File: src/rtl/flodispatch_if.sv
// Command-side and flobuffer-side signal bundle for the flodispatch router.
interface flodispatch_if #(
    parameter int N_CH   = 4,
    parameter int DATA_W = 16,
    parameter int DLY_W  = 7
);
    localparam int CH_W = (N_CH > 1) ? $clog2(N_CH) : 1;

    logic                     cmd_valid_i;
    logic                     cmd_ready_o;
    logic [CH_W-1:0]          cmd_ch_i;
    logic [DATA_W-1:0]        cmd_data_i;
    logic [DLY_W-1:0]         cmd_delay_i;
    logic                     cmd_direct_i;
    logic [N_CH*DATA_W-1:0]   fb_data_o;
    logic [N_CH*DLY_W-1:0]    fb_delay_o;
    logic [N_CH-1:0]          fb_valid_o;
    logic [N_CH-1:0]          fb_direct_o;
    logic [N_CH-1:0]          fb_full_i;
    logic [N_CH-1:0]          fb_empty_i;
    logic [N_CH-1:0]          fb_err_i;

    modport slave (
        input  cmd_valid_i, cmd_ch_i, cmd_data_i, cmd_delay_i, cmd_direct_i,
        input  fb_full_i, fb_empty_i, fb_err_i,
        output cmd_ready_o, fb_data_o, fb_delay_o, fb_valid_o, fb_direct_o
    );

    modport master (
        output cmd_valid_i, cmd_ch_i, cmd_data_i, cmd_delay_i, cmd_direct_i,
        output fb_full_i, fb_empty_i, fb_err_i,
        input  cmd_ready_o, fb_data_o, fb_delay_o, fb_valid_o, fb_direct_o
    );
endinterface

File: src/rtl/flodispatch.sv
// Routes one timed-word command stream to N_CH flobuffers with per-channel
// full stalling, minimum write spacing and a sticky aggregated error.
module flodispatch #(
    parameter int N_CH   = 4,
    parameter int DATA_W = 16,
    parameter int DLY_W  = 7,
    parameter int WR_GAP = 2
) (
    input  logic                  clk,
    input  logic                  rst,
    input  logic                  enable_i,
    input  logic                  clr_err_i,
    flodispatch_if.slave          bus,
    output logic                  idle_o,
    output logic                  err_o,
    output logic [$clog2(N_CH):0] err_ch_o,
    output logic [15:0]           stall_cnt_o
);
    localparam int CH_W  = (N_CH > 1) ? $clog2(N_CH) : 1;
    localparam int ERR_W = $clog2(N_CH) + 1;
    localparam logic [3:0] GAP_LOAD = 4'(WR_GAP - 1);

    typedef enum logic [1:0] {
        S_IDLE  = 2'd0,
        S_RUN   = 2'd1,
        S_DRAIN = 2'd2,
        S_ERR   = 2'd3
    } state_t;

    state_t                 state_r;
    logic                   hold_v_r;
    logic [CH_W-1:0]        hold_ch_r;
    logic [DATA_W-1:0]      hold_data_r;
    logic [DLY_W-1:0]       hold_delay_r;
    logic                   hold_direct_r;
    logic [3:0]             gap_r [N_CH];
    logic [N_CH*DATA_W-1:0] fb_data_r;
    logic [N_CH*DLY_W-1:0]  fb_delay_r;
    logic [N_CH-1:0]        fb_valid_r;
    logic [N_CH-1:0]        fb_direct_r;
    logic                   err_r;
    logic [ERR_W-1:0]       err_ch_r;
    logic [15:0]            stall_cnt_r;

    logic                   active_s;
    logic                   issue_s;
    logic [N_CH-1:0]        issue_sel_s;
    logic                   ready_s;
    logic                   accept_s;
    logic                   bad_ch_s;
    logic                   stall_s;
    logic                   err_any_s;

    function automatic logic [ERR_W-1:0] lowest_set(input logic [N_CH-1:0] v);
        logic [ERR_W-1:0] idx;
        idx = '0;
        for (int i = N_CH - 1; i >= 0; i--) begin
            if (v[i]) begin
                idx = ERR_W'(i);
            end
        end
        return idx;
    endfunction

    // Issue decision, accept handshake and error detection for the current cycle
    always_comb begin
        active_s = (state_r == S_RUN) || (state_r == S_DRAIN);
        if (hold_v_r && active_s) begin
            if (hold_direct_r) begin
                issue_s = 1'b1;
            end else begin
                issue_s = !bus.fb_full_i[hold_ch_r] && (gap_r[hold_ch_r] == 4'd0);
            end
        end else begin
            issue_s = 1'b0;
        end
        if (issue_s) begin
            issue_sel_s = N_CH'(1) << hold_ch_r;
        end else begin
            issue_sel_s = '0;
        end
        ready_s   = (state_r == S_RUN) && (!hold_v_r || issue_s);
        accept_s  = bus.cmd_valid_i && ready_s;
        bad_ch_s  = accept_s && (32'(bus.cmd_ch_i) >= N_CH);
        stall_s   = hold_v_r && active_s && !issue_s;
        err_any_s = |bus.fb_err_i;
    end

    // Control FSM, hold register, per-channel gap counters and registered fb outputs
    always_ff @(posedge clk) begin
        if (rst) begin
            state_r       <= S_IDLE;
            hold_v_r      <= 1'b0;
            hold_ch_r     <= '0;
            hold_data_r   <= '0;
            hold_delay_r  <= '0;
            hold_direct_r <= 1'b0;
            fb_data_r     <= '0;
            fb_delay_r    <= '0;
            fb_valid_r    <= '0;
            fb_direct_r   <= '0;
            err_r         <= 1'b0;
            err_ch_r      <= '0;
            stall_cnt_r   <= 16'd0;
            for (int c = 0; c < N_CH; c++) begin
                gap_r[c] <= 4'd0;
            end
        end else begin
            // A channel's output slice only changes when that channel is written
            for (int c = 0; c < N_CH; c++) begin
                if (issue_sel_s[c]) begin
                    gap_r[c]                       <= GAP_LOAD;
                    fb_data_r[c*DATA_W +: DATA_W]  <= hold_data_r;
                    fb_delay_r[c*DLY_W +: DLY_W]   <= hold_delay_r;
                    fb_valid_r[c]                  <= !hold_direct_r;
                    fb_direct_r[c]                 <= hold_direct_r;
                end else begin
                    gap_r[c]       <= (gap_r[c] != 4'd0) ? (gap_r[c] - 4'd1) : 4'd0;
                    fb_valid_r[c]  <= 1'b0;
                    fb_direct_r[c] <= 1'b0;
                end
            end

            if (stall_s && (stall_cnt_r != 16'hFFFF)) begin
                stall_cnt_r <= stall_cnt_r + 16'd1;
            end else begin
                stall_cnt_r <= stall_cnt_r;
            end

            case (state_r)
                S_IDLE: begin
                    state_r <= enable_i ? S_RUN : S_IDLE;
                end
                S_RUN, S_DRAIN: begin
                    // A bad channel number is dropped rather than held
                    if (accept_s && !bad_ch_s) begin
                        hold_v_r      <= 1'b1;
                        hold_ch_r     <= bus.cmd_ch_i;
                        hold_data_r   <= bus.cmd_data_i;
                        hold_delay_r  <= bus.cmd_delay_i;
                        hold_direct_r <= bus.cmd_direct_i;
                    end else if (issue_s) begin
                        hold_v_r <= 1'b0;
                    end else begin
                        hold_v_r <= hold_v_r;
                    end

                    if (err_any_s) begin
                        state_r  <= S_ERR;
                        err_r    <= 1'b1;
                        err_ch_r <= lowest_set(bus.fb_err_i);
                    end else if (bad_ch_s) begin
                        state_r  <= S_ERR;
                        err_r    <= 1'b1;
                        err_ch_r <= ERR_W'(N_CH);
                    end else if ((state_r == S_RUN) && !enable_i) begin
                        state_r <= S_DRAIN;
                    end else if ((state_r == S_DRAIN) && !hold_v_r) begin
                        state_r <= S_IDLE;
                    end else begin
                        state_r <= state_r;
                    end
                end
                S_ERR: begin
                    // A fresh overflow arriving with the clear re-arms the error
                    if (clr_err_i) begin
                        hold_v_r <= 1'b0;
                        if (err_any_s) begin
                            err_ch_r <= lowest_set(bus.fb_err_i);
                        end else begin
                            err_r    <= 1'b0;
                            err_ch_r <= '0;
                            state_r  <= S_IDLE;
                        end
                    end else begin
                        state_r <= S_ERR;
                    end
                end
                default: begin
                    state_r  <= S_IDLE;
                    hold_v_r <= 1'b0;
                end
            endcase
        end
    end

    assign bus.cmd_ready_o = ready_s;
    assign bus.fb_data_o   = fb_data_r;
    assign bus.fb_delay_o  = fb_delay_r;
    assign bus.fb_valid_o  = fb_valid_r;
    assign bus.fb_direct_o = fb_direct_r;
    assign idle_o          = (state_r == S_IDLE) && !hold_v_r && (&bus.fb_empty_i);
    assign err_o           = err_r;
    assign err_ch_o        = err_ch_r;
    assign stall_cnt_o     = stall_cnt_r;
endmodule
File: src/flat_wrapper.sv
// flat-port wrapper written by rule: the top's interface ports become plain ports
module flodispatch_flat 
#(
    parameter int N_CH   = 4,
    parameter int DATA_W = 16,
    parameter int DLY_W  = 7,
    parameter int WR_GAP = 2
)
  (clk, rst, enable_i, clr_err_i, idle_o, err_o, err_ch_o, stall_cnt_o, bus_cmd_valid_i, bus_cmd_ch_i, bus_cmd_data_i, bus_cmd_delay_i, bus_cmd_direct_i, bus_fb_full_i, bus_fb_empty_i, bus_fb_err_i, bus_cmd_ready_o, bus_fb_data_o, bus_fb_delay_o, bus_fb_valid_o, bus_fb_direct_o);
  flodispatch_if #(.N_CH(N_CH), .DATA_W(DATA_W), .DLY_W(DLY_W)) bus_i ();
  input  logic clk;
  input  logic rst;
  input  logic enable_i;
  input  logic clr_err_i;
  output logic idle_o;
  output logic err_o;
  output logic [$clog2(N_CH):0] err_ch_o;
  output logic [15:0] stall_cnt_o;
  input wire logic [$bits(bus_i.cmd_valid_i)-1:0] bus_cmd_valid_i;
  input wire logic [$bits(bus_i.cmd_ch_i)-1:0] bus_cmd_ch_i;
  input wire logic [$bits(bus_i.cmd_data_i)-1:0] bus_cmd_data_i;
  input wire logic [$bits(bus_i.cmd_delay_i)-1:0] bus_cmd_delay_i;
  input wire logic [$bits(bus_i.cmd_direct_i)-1:0] bus_cmd_direct_i;
  input wire logic [$bits(bus_i.fb_full_i)-1:0] bus_fb_full_i;
  input wire logic [$bits(bus_i.fb_empty_i)-1:0] bus_fb_empty_i;
  input wire logic [$bits(bus_i.fb_err_i)-1:0] bus_fb_err_i;
  output wire logic [$bits(bus_i.cmd_ready_o)-1:0] bus_cmd_ready_o;
  output wire logic [$bits(bus_i.fb_data_o)-1:0] bus_fb_data_o;
  output wire logic [$bits(bus_i.fb_delay_o)-1:0] bus_fb_delay_o;
  output wire logic [$bits(bus_i.fb_valid_o)-1:0] bus_fb_valid_o;
  output wire logic [$bits(bus_i.fb_direct_o)-1:0] bus_fb_direct_o;
  assign bus_i.cmd_valid_i = bus_cmd_valid_i;
  assign bus_i.cmd_ch_i = bus_cmd_ch_i;
  assign bus_i.cmd_data_i = bus_cmd_data_i;
  assign bus_i.cmd_delay_i = bus_cmd_delay_i;
  assign bus_i.cmd_direct_i = bus_cmd_direct_i;
  assign bus_i.fb_full_i = bus_fb_full_i;
  assign bus_i.fb_empty_i = bus_fb_empty_i;
  assign bus_i.fb_err_i = bus_fb_err_i;
  assign bus_cmd_ready_o = bus_i.cmd_ready_o;
  assign bus_fb_data_o = bus_i.fb_data_o;
  assign bus_fb_delay_o = bus_i.fb_delay_o;
  assign bus_fb_valid_o = bus_i.fb_valid_o;
  assign bus_fb_direct_o = bus_i.fb_direct_o;
  flodispatch #(.N_CH(N_CH), .DATA_W(DATA_W), .DLY_W(DLY_W), .WR_GAP(WR_GAP)) u_core (.clk(clk), .rst(rst), .enable_i(enable_i), .clr_err_i(clr_err_i), .bus(bus_i), .idle_o(idle_o), .err_o(err_o), .err_ch_o(err_ch_o), .stall_cnt_o(stall_cnt_o));
endmodule
File: config.mk
export PLATFORM = sky130hd
export DESIGN_NAME = flodispatch_flat
export DESIGN_NICKNAME = d
export VERILOG_FILES = /design/src/rtl/flodispatch_if.sv /design/src/rtl/flodispatch.sv /design/src/flat_wrapper.sv
export SDC_FILE = /design/constraint.sdc
export NUM_CORES = 1
export LEC_CHECK = 0
export BUFFER_PORTS_ARGS = -buffer_cell sky130_fd_sc_hd__buf_2
export CORE_UTILIZATION = 49
export DETAILED_ROUTE_END_ITERATION = 12
export GPL_TIMING_DRIVEN = 1
export HOLD_SLACK_MARGIN = 0.03
export PLACE_DENSITY_LB_ADDON = 0.25
export SETUP_SLACK_MARGIN = 0.15
export SLEW_MARGIN = 15
export SYNTH_ARGS = -nofsm -noshare
export SYNTH_HDL_FRONTEND = slang
export SYNTH_SLANG_ARGS = --single-unit
export TNS_END_PERCENT = 30
File: constraint.sdc
create_clock -name clk -period 2.6 [get_ports clk]
set_input_delay 0.78 -clock clk [delete_from_list [all_inputs] [get_ports clk]]
set_output_delay 0.78 -clock clk [all_outputs]
set_load 0.02 [all_outputs]
* Word-level counts from Yosys, hierarchy flattened *
Memories as Yosys holds them, arrays and structs flattened. A register that Yosys moved wholly into a read port is not among the register bits.
Index checks and enable logic that the tools add are counted.

operators by class
  reductions and logical operators = 36
  eq/ne operators = 10
  bitwise logic cells = 12
  add/sub/neg operators = 5
  shift-type cells = 1
  muxes and demuxes = 68
  order comparisons = 1

operators with widths
  operator                                                             number
  4-bit two-way mux                                                    13
  1-bit two-way mux                                                    36
  3-bit two-way mux                                                    6
  16-bit by 1-bit adder with 16-bit output (second input constant)     1
  2-bit two-way mux                                                    8
  16-bit != test (second input constant)                               1
  4-bit nonzero test                                                   4
  4-bit by 1-bit subtractor with 4-bit output (second input constant)  4
  1-bit logical AND                                                    10
  2-bit OR reduction                                                   5
  1-bit bitwise OR                                                     8
  4-bit AND reduction                                                  2
  2-bit case mux with 3 select lines                                   1
  3-bit case mux with 2 select lines                                   1
  3-bit AND reduction                                                  2
  1-bit logical NOT                                                    5
  2-bit equality test (second input constant)                          2
  4-bit logical NOT                                                    1
  2-bit != test (second input constant)                                2
  4-bit by 1-bit != test with 1-bit output (second input constant)     1
  1-bit NOT                                                            4
  1-bit case mux with 2 select lines                                   2
  2-bit AND reduction                                                  2
  4-bit OR reduction                                                   1
  10 further kinds                                                     11

storage, ports and cells
  logic and storage cells = 159
  bits of input ports = 43
  memories = 1
  output and inout port bits = 122
  RAM bits = 16
  flip-flop bits (word level) = 149

memory list
  memory        words  width  read ports  clocked after Yosys merged registers in  write ports  line               text
  u_core.gap_r  4      4      5           1                                        4            flodispatch.sv:36  logic [3:0] gap_r [N_CH];

* Longest topological paths before layout *
Gate-level depths: netlist of run 1.

  depth after elaboration = 12
  gate-level depth with buffers = 9
  depth with buffers taken out = 7

* Least setup slack after synthesis of run 1 *
OpenSTA, ideal clock, no wires.

  kind = flip-flop to output port
  start = memory u_core.gap_r[0][2]
  end = output bus_cmd_ready_o
  arrival = 2.062 ns
  slack = -0.242 ns
  cell stages (with the launch flop) = 6
  path through = edfxtp_1 or4_1 or3_1 a41o_1 buf_6 a31oi_1

RTL lines
  what             line                text
  start, declared  flodispatch.sv:36
  end, declared    flat_wrapper.sv:27  output wire logic [$bits(bus_i.cmd_ready_o)-1:0] bus_cmd_ready_o;

==> results.toml, run 1 <==
[timing]
hold_violations = 0
worstMarginPinSlew_ps = 541
tns_ps = -408
rsz0062_at_grt = "true"
finalMaxSlewViolations = 0
fin_worst_skew_ps = 15.8
setup_slack_ps = -408
max_freq_ghz = 0.332
post-route-min-period_ps = 3010
finalSetupViolCount = 1
slew-limit-headroom_pct = 63.9
finalCritPeriodShare_pct = 116

[clocking]
postCtsHoldBufs = 0
cts.sinks = 166
cts_made_buffers = 17
cts_root_buf = "clkbuf_16"
h-tree-depth = 4
worst_skew_pair.late_latency_ps = 430
cts_tree = "yes"
clockBufferDepth = 2
clk_pin_slew_ps = 60

[floorplanning]
coreArea_um2 = 14500
initial_utilization_pct = 50.1
dieArea_um2 = 15400
rows = 44
die_h_um = 124
io_pins = 165
die_width_um = 124

[cells_and_area]
fin_util_pct = 63.2
final_cells = 1078
nets = 934
postLayoutCellArea_um2 = 9190
drive_gt1_share_pct = 26.6
antenna_cells = 0
area_growth_pct = 26.1

[global_route]
grt.total_usage_pct = 22.2
grt_pass1_vias = 5469
grt_pass1_wl_um = 26100
overflow = 0
grt_max_degree = 98
antenna_found_initial = 0

[drt]
highest_layer = "met4"
wl_met1_um = 7330
drt_iter0_markers = 245
post_drt_via_cell_ratio = 5.13
firstDrtPassIters = 4
drc = 0
wl_per_cell_um = 15.7
dr_wl_met2_um = 8410
drt_wl_total_um = 16900
wl_met3_um = 930
postRouteAntennaNets = 0
vias = 5533

[critical_path]
path_class = "flip-flop to output pin"
cp_num_cells = 5
reg2reg_to = "u_core.hold_ch_r[1]$_SDFFE_PP0P_"
path_buf_inv = 1
cpPeakStageDelay_ps = 540
endpoint_kind = "output pin"
required_ps = 1820
crit_slowest_cell = "or4_4"
critPathLaunchType = "flip-flop"
crit_chain = "or4_4, or3_4, a41o_1, a31oi_4, buf_6"
rr_worst_depth = 8
r2r_start = "u_core.gap_r[0][0]$_SDFFCE_PN0P_"
critical_path_arrival_ps = 2230
critical_path.top_delay_family = "simple AND/OR/NAND/NOR gates"
critPathMaxFanout = 2
worst-r2r-setup-slack_ps = 50

[placed_design]
placed_cells = 1042
place_congestion = 0.794
dp_slack_ps = -134
dpl.hpwl_um = 11400
dpl_cell_area_um2 = 8450
io_buffer_count = 163

[power]
irDropWorstVdd_uv = 455
p_per_area_nw_per_um2 = 599
p_leak_uw = 0.00428

[logic_synthesis]
synth_area_leaders = "dfxtp_1, mux2i_1, nand2b_1, edfxtp_1, ha_1"
ys_async_sr_fraction_pct = 0
netlist_area_um2 = 7290
synth_top_area_share_pct = 41.2
synth_cell_types = 48
syn_inst = 701
avgSynthCellArea_um2 = 10.4
yosysWarnings = 0
synth_edf_count = 16
ys_seq_elements = 166
yosysSeqAreaShare_pct = 47.8
yosysTopAreaCell = "dfxtp_1"
synthFlopType = "dfxtp_1"

[min_path]
hold-path-cell-count = 2
hp-start = "u_core.bus.fb_data_o[50]$_SDFFE_PP0P_"
holdCritPathClass = "flip-flop to flip-flop"
hold_end = "u_core.bus.fb_data_o[50]$_SDFFE_PP0P_"

[outcome]
status = "finished, violations left"
violations = "setup timing"

[flow_run]
drv_cap = 0
[layer usage]
layer	vias to the layer above	global-route usage, %
met1	2640	25.6
met5	-	0
met4	0	8.78
met3	15	6.78
li1	2764	-
met2	114	38.2
[synthesized netlist by cell type (9+ instances only)]
| cell type | n |
|---|---|
| dfxtp_1 | 150 |
| nand2b_1 | 146 |
| mux2i_1 | 126 |
| nor2_1 | 33 |
| clkbuf_1 | 26 |
| a21oi_1 | 20 |
| inv_1 | 18 |
| edfxtp_1 | 16 |
| nand2_1 | 15 |
| nor3_1 | 15 |
| buf_6 | 11 |
| or4_1 | 11 |
| ha_1 | 10 |
| nand3_1 | 10 |
| nand4_1 | 9 |
| o31ai_1 | 9 |
[report_power, final]
part / leakage [µW] / internal (µW) / switching [µW]
registers: 0.00137 / 2620 / 21.8
logic: 0.00262 / 159 / 159
clock network: 0.000291 / 1550 / 993
total: 0.00428 / 4330 / 1170
[logic make-up (layout without fill, tap and decap cells)]
| family | after synthesis | after routing | synth area share, % |
|---|---|---|---|
| buffers and inverters | 63 | 241 | 4.83 |
| AO/OA/AOI/OAI | 58 | 58 | 5.41 |
| AND/OR/NAND/NOR | 268 | 268 | 21.4 |
| multiplexers | 134 | 134 | 18.7 |
| flip-flops | 166 | 166 | 47.8 |
| adder cells (fa/ha/maj) | 10 | 10 | 1.72 |
| other | 2 | 17 | 0.103 |
[placed cells by master, fill, tap and decap left out, types with 3 or more instances in the layout]
cell type    n
edfxtp_1    16
nand2_1     15
or3_1        5
nor4_1       4
nor2b_1      6
a21o_1       3
o31ai_1      9
mux2_2       5
or2_2        3
clkbuf_16   20
inv_1       18
buf_4       13
a21oi_1     20
nand3_1     10
or4_1       10
clkinv_2     3
nor3_1      14
buf_2      161
nand4_1      9
ha_1        10
o21ai_0      8
conb_1      17
buf_12      13
mux2i_1    124
dfxtp_1    150
nand2b_1   146
nor2_1      33
nor3b_1      3
clkbuf_1     5
[worst min-delay path, delay by kind of cell, from the launching register on]
kind,cells,cell delay [ps]
flip-flops,1,310
AND/OR/NAND/NOR,1,60
multiplexers,1,50
[state kept, by name, summed over array words and instances, names as in the netlist, named ones only]
| name | count |
|---|---|
| u_core.err_ch_o | 2 |
| u_core.hold_ch_r | 2 |
| u_core.hold_delay_r | 7 |
| u_core.stall_cnt_o | 16 |
| u_core.bus.fb_valid_o | 4 |
| u_core.hold_v_r | 1 |
| u_core.bus.fb_direct_o | 4 |
| u_core.err_o | 1 |
| u_core.state_r | 2 |
| u_core.hold_data_r | 16 |
| u_core.bus.fb_data_o | 64 |
| u_core.gap_r | 16 |
| u_core.bus.fb_delay_o | 28 |
| u_core.hold_direct_r | 1 |
[worst max path at each step]
stage	startpoint	to	slack (ps)
3_3_place_gp	bus_fb_full_i[3]	bus_cmd_ready_o	-140
5_1_grt	u_core.gap_r[0][0]$_SDFFCE_PN0P_	bus_cmd_ready_o	-450
2_1_floorplan	u_core.gap_r[0][1]$_SDFFCE_PN0P_	bus_cmd_ready_o	-20
4_1_cts	u_core.gap_r[0][0]$_SDFFCE_PN0P_	bus_cmd_ready_o	-400
6_report	u_core.gap_r[0][0]$_SDFFCE_PN0P_	bus_cmd_ready_o	-410
3_5_place_dp	bus_fb_full_i[3]	bus_cmd_ready_o	-130
[final cells by class]
cell class / instances / area, µm²
inverters: 18 / 67.6
multi-input cells: 487 / 3570
clock inverters: 7 / 91.3
flip-flops and latches: 166 / 3480
repair buffers: 191 / 1240
well taps: 184 / 230
fillers: 1183 / 5340
clock buffers: 25 / 508
[metrics by stage]
stage	hold WS, ps	total power [µW]
final	473	5500
after global routing	495	5670
after CTS	477	5520
after detailed placement	464	3000
after global placement	459	2980
after floorplan	514	2900
[repair_timing]
| action | CTS | global route |
|---|---|---|
| pin swaps | 4 | 2 |
| cloned | 1 | 1 |
| buffers inserted | 0 | 2 |
| endpoints found under the setup margin | 66 | 85 |
| resized for setup | 5 | 6 |
No activity file was read; power rests on OpenSTA's default activity.
==> run 2, diff against run 1 <==
==> constraint.sdc (replaced) <==
create_clock -name clk -period 2.6 [get_ports clk]
set_input_delay 0.52 -clock clk [delete_from_list [all_inputs] [get_ports clk]]
set_output_delay 0.52 -clock clk [all_outputs]
set_load 0.02 [all_outputs]
==> results.toml, run 2 (synthesis results as in run 1) <==
[drt]
drc = 0
firstDrtPassIters = 4
postRouteAntennaNets = 0
wl_per_cell_um = 16.4
drt_wl_total_um = 17800
drt_iter0_markers = 249
vias = 5722
post_drt_via_cell_ratio = 5.27

[critical_path]
r2r_start = "u_core.gap_r[0][0]$_SDFFCE_PN0P_"
cpPeakStageDelay_ps = 540
path_class = "flip-flop to output pin"
required_ps = 2080
crit_slowest_cell = "or4_4"
critical_path_arrival_ps = 2240
critPathMaxFanout = 2
endpoint_kind = "output pin"
critPathLaunchType = "flip-flop"
crit_start = "u_core.gap_r[0][0]$_SDFFCE_PN0P_"
crit_chain = "or4_4, or3_4, a41o_1, a31oi_4, buf_6"

[timing]
holdWs_ps = 350
post-route-min-period_ps = 2760
finalMaxSlewViolations = 0
max_freq_ghz = 0.362
finalSetupViolCount = 86
hold_violations = 0
tns_ps = -6170
fin_worst_skew_ps = 7.43
setup_slack_ps = -163
rsz0062_at_grt = "true"
slew-limit-headroom_pct = 63.3
finalCritPeriodShare_pct = 106
worstMarginPinSlew_ps = 546

[clocking]
clk_pin_slew_ps = 60
postCtsHoldBufs = 0
cts.sinks = 166
worst_skew_pair.late_latency_ps = 430
cts_made_buffers = 17
clockBufferDepth = 2
h-tree-depth = 4
cts_tree = "yes"
cts_root_buf = "clkbuf_16"

[global_route]
busiest_layer = "met2"
grt.total_usage_pct = 23.4
grt_use_met1_pct = 26.7
grt_pass1_wl_um = 27300
overflow = 0
globalRouteMet2Util_pct = 40.2
grt_max_degree = 64
antenna_found_initial = 0
grt_util_met3_pct = 7.28
grt_pass1_vias = 5622

[cells_and_area]
nets = 943
largest_reg_flops = 64
final_common_cell = "buf_2"
layout_common_cells = "buf_2, dfxtp_1, nand2b_1"
antenna_cells = 0
drive_gt1_share_pct = 27.8
area_growth_pct = 29.0

[floorplanning]
die_width_um = 124
dieArea_um2 = 15400
initial_utilization_pct = 50.1
die_h_um = 124
rows = 44
coreArea_um2 = 14500
io_pins = 165

[outcome]
status = "finished, violations left"
violations = "setup timing"

[min_path]
holdCritPathClass = "input port to flip-flop"
hp-start = "bus_cmd_data_i[7]"

[power]
p_leak_uw = 0.00438
irDropWorstVdd_uv = 425
p_per_area_nw_per_um2 = 605

[placed_design]
io_buffer_count = 163
place_congestion = 0.844
dpl.hpwl_um = 11800

[flow_run]
drv_cap = 0
==> run 2: metal layers <==
metal  share of wire [%]  wire (µm)
met1                  42       7430
met3                 5.9       1040
met4                 2.2        390
met5                   0          0
met2                  50       8980
==> run 2: worst paths after layout <==
| check | to | slack (ps) | depth (start not counted) |
|---|---|---|---|
| hold / removal | u_core.hold_data_r[7]$_SDFFE_PP0P_ | 350 | 3 |
| setup reg to reg | u_core.bus.fb_data_o[11]$_SDFFE_PP0P_ | -120 | 10 |
| hold reg to reg | u_core.bus.fb_data_o[51]$_SDFFE_PP0P_ | 470 | 2 |
| setup / recovery | bus_cmd_ready_o | -160 | 5 |
==> run 2: power breakdown <==
group | leakage, µW | switching, µW | total (µW) | internal, µW
logic | 0.00269 | 164 | 332 | 168
registers | 0.00137 | 23.7 | 2640 | 2620
clock network | 0.000314 | 983 | 2710 | 1730
==> run 2: final cells by class <==
type	instances	area [µm²]
Multi-Input combinational cell	487	3580
Fill cell	1199	5140
Inverter	18	67.6
Sequential cell	166	3480
Timing Repair Buffer	200	1390
Clock buffer	23	499
Tap cell	184	230
Clock inverter	8	143
==> run 2: critical path: cells and delay by family, from the launching register on <==
family / cells / cell delay [ps]
buf+inv: 1 / 140
simple gates: 2 / 880
flops: 1 / 410
compound gates: 2 / 390
==> run 2: per-stage QoR <==
stage               total power [µW]  area [µm²]  utilization [%]  worst slack, ps  std cells
floorplan                       2900        7360                -              154        716
global placement                2980        8390             57.8              115       1038
detailed placement              3000        8390             57.8             63.8       1038
CTS                             5720        9260             63.7             -130       1080
global route                    5860        9400             64.7             -220       1086
finish                          5690        9400             64.7             -163       1086
==> run 2: what timing repair did <==
action	in CTS	in global routing
setup buffers	8	3
gates resized for setup	21	7
endpoints found under the setup margin	81	144
pin swaps	6	5
gates cloned	3	3
==> run 3, diff against run 2 <==
Settings changed: CORE_UTILIZATION 49 to 40, RECOVER_POWER set to 100.
==> results.toml, run 3 (synthesis results as in run 1) <==
[outcome]
status = "finished, violations left"
violations = "setup timing"

[placed_design]
io_buffer_count = 163
dpl.hpwl_um = 11300
place_congestion = 0.783

[floorplanning]
rows = 48
initial_utilization_pct = 41.5
die_h_um = 137
die_width_um = 137
io_pins = 165
dieArea_um2 = 18800
coreArea_um2 = 17500

[timing]
finalSetupViolCount = 81
setup_slack_ps = -160
finalMaxSlewViolations = 0
fin_worst_skew_ps = 11.7
max_freq_ghz = 0.362
hold_violations = 0
post-route-min-period_ps = 2760
rsz0062_at_grt = "true"
worstMarginPinSlew_ps = 497
holdWs_ps = 351
slew-limit-headroom_pct = 66.8
finalCritPeriodShare_pct = 106

[clocking]
cts.sinks = 166
cts_made_buffers = 17
clk_pin_slew_ps = 70
worst_skew_pair.late_latency_ps = 430
cts_root_buf = "clkbuf_16"
cts_tree = "yes"
h-tree-depth = 4
clockBufferDepth = 2

[min_path]
holdCritPathClass = "input port to flip-flop"
hold-path-cell-count = 3

[cells_and_area]
final_common_cell = "dfxtp_1"
area_growth_pct = 25.8
nets = 941
drive_gt1_share_pct = 14.2
largest_reg_flops = 64
layout_common_cells = "dfxtp_1, nand2b_1, mux2i_1"

[flow_run]
drv_cap = 0

[critical_path]
path_class = "flip-flop to output pin"
critPathLaunchType = "flip-flop"
critical_path_arrival_ps = 2240
endpoint_kind = "output pin"
rr_worst_depth = 9
critPathMaxFanout = 2
required_ps = 2080

[drt]
drc = 0
vias = 5532
postRouteAntennaNets = 0
drt_iter0_markers = 280
drt_wl_total_um = 17600
post_drt_via_cell_ratio = 4.91
wl_per_cell_um = 15.6
firstDrtPassIters = 5

[global_route]
grt_max_degree = 91
antenna_found_initial = 2
overflow = 0
grt_pass1_vias = 5203
grt.total_usage_pct = 19.1
grt_pass1_wl_um = 27200

[power]
irDropWorstVdd_uv = 470
p_leak_uw = 0.00380
power_uw = 5430
p_per_area_nw_per_um2 = 592
[run 3: layout make-up]
| type | count | area [µm²] |
|---|---|---|
| multi-input combinational | 487 | 3580 |
| antenna | 1 | 2.50 |
| clock inverter | 12 | 128 |
| fill | 1688 | 8370 |
| clock buffer | 19 | 443 |
| sequential | 166 | 3480 |
| inverter | 18 | 67.6 |
| timing repair buffer | 198 | 1180 |
| tap | 225 | 282 |
[run 3: final timing paths]
kind,startpoint,to,slack (ps)
worst min register to register,u_core.bus.fb_data_o[52]$_SDFFE_PP0P_,u_core.bus.fb_data_o[52]$_SDFFE_PP0P_,470
worst max register to register,u_core.gap_r[0][2]$_SDFFCE_PN0P_,u_core.bus.fb_data_o[57]$_SDFFE_PP0P_,-100
worst min-delay path,bus_cmd_data_i[12],u_core.hold_data_r[12]$_SDFFE_PP0P_,350
worst max-delay path,u_core.gap_r[0][2]$_SDFFCE_PN0P_,bus_cmd_ready_o,-160
[run 3: critical path, cell delays in order (launching register included)]
cell and delay [ps]:
edfxtp_1 390, or4_4 550, or3_4 350, a41o_4 240, a31oi_4 150, buf_6 140
[run 3: stage by stage]
stage | setup TNS, ps | utilization (%) | setup WS (ps) | instance area (µm²) | instances
after floorplan | 0 | - | 154 | 7360 | 716
after global placement | 0 | 48.2 | 42.9 | 8450 | 1083
after detailed placement | 0 | 48.2 | 19.0 | 8450 | 1083
after CTS | -160 | 52.6 | -160 | 9220 | 1120
after global routing | -12310 | 52.3 | -214 | 9170 | 1125
final | -3590 | 52.3 | -160 | 9170 | 1126
[run 3: power breakdown]
part	total, µW	switching, µW	internal [µW]	leakage, µW
Combinational	314	158	156	0.00214
Sequential	2640	21.1	2620	0.00137
Clock	2480	1040	1440	0.000288
[run 3: timing repair]
item | 4_1_cts | 5_1_grt
pin swaps | 5 | 1
hold buffers | 0 | 0
setup endpoints to repair | 78 | 120
buffers inserted | 2 | 2
cloned | 4 | 3
resized for setup | 16 | 12
[run 3: layer usage]
metal | vias to the layer above | track usage, % | routed length, µm
li1 | 2777 | - | -
met1 | 2592 | 24.4 | 8220
met2 | 142 | 29.1 | 7840
met3 | 19 | 7.67 | 1280
met4 | 2 | 6.11 | 216
met5 | - | 0 | 13
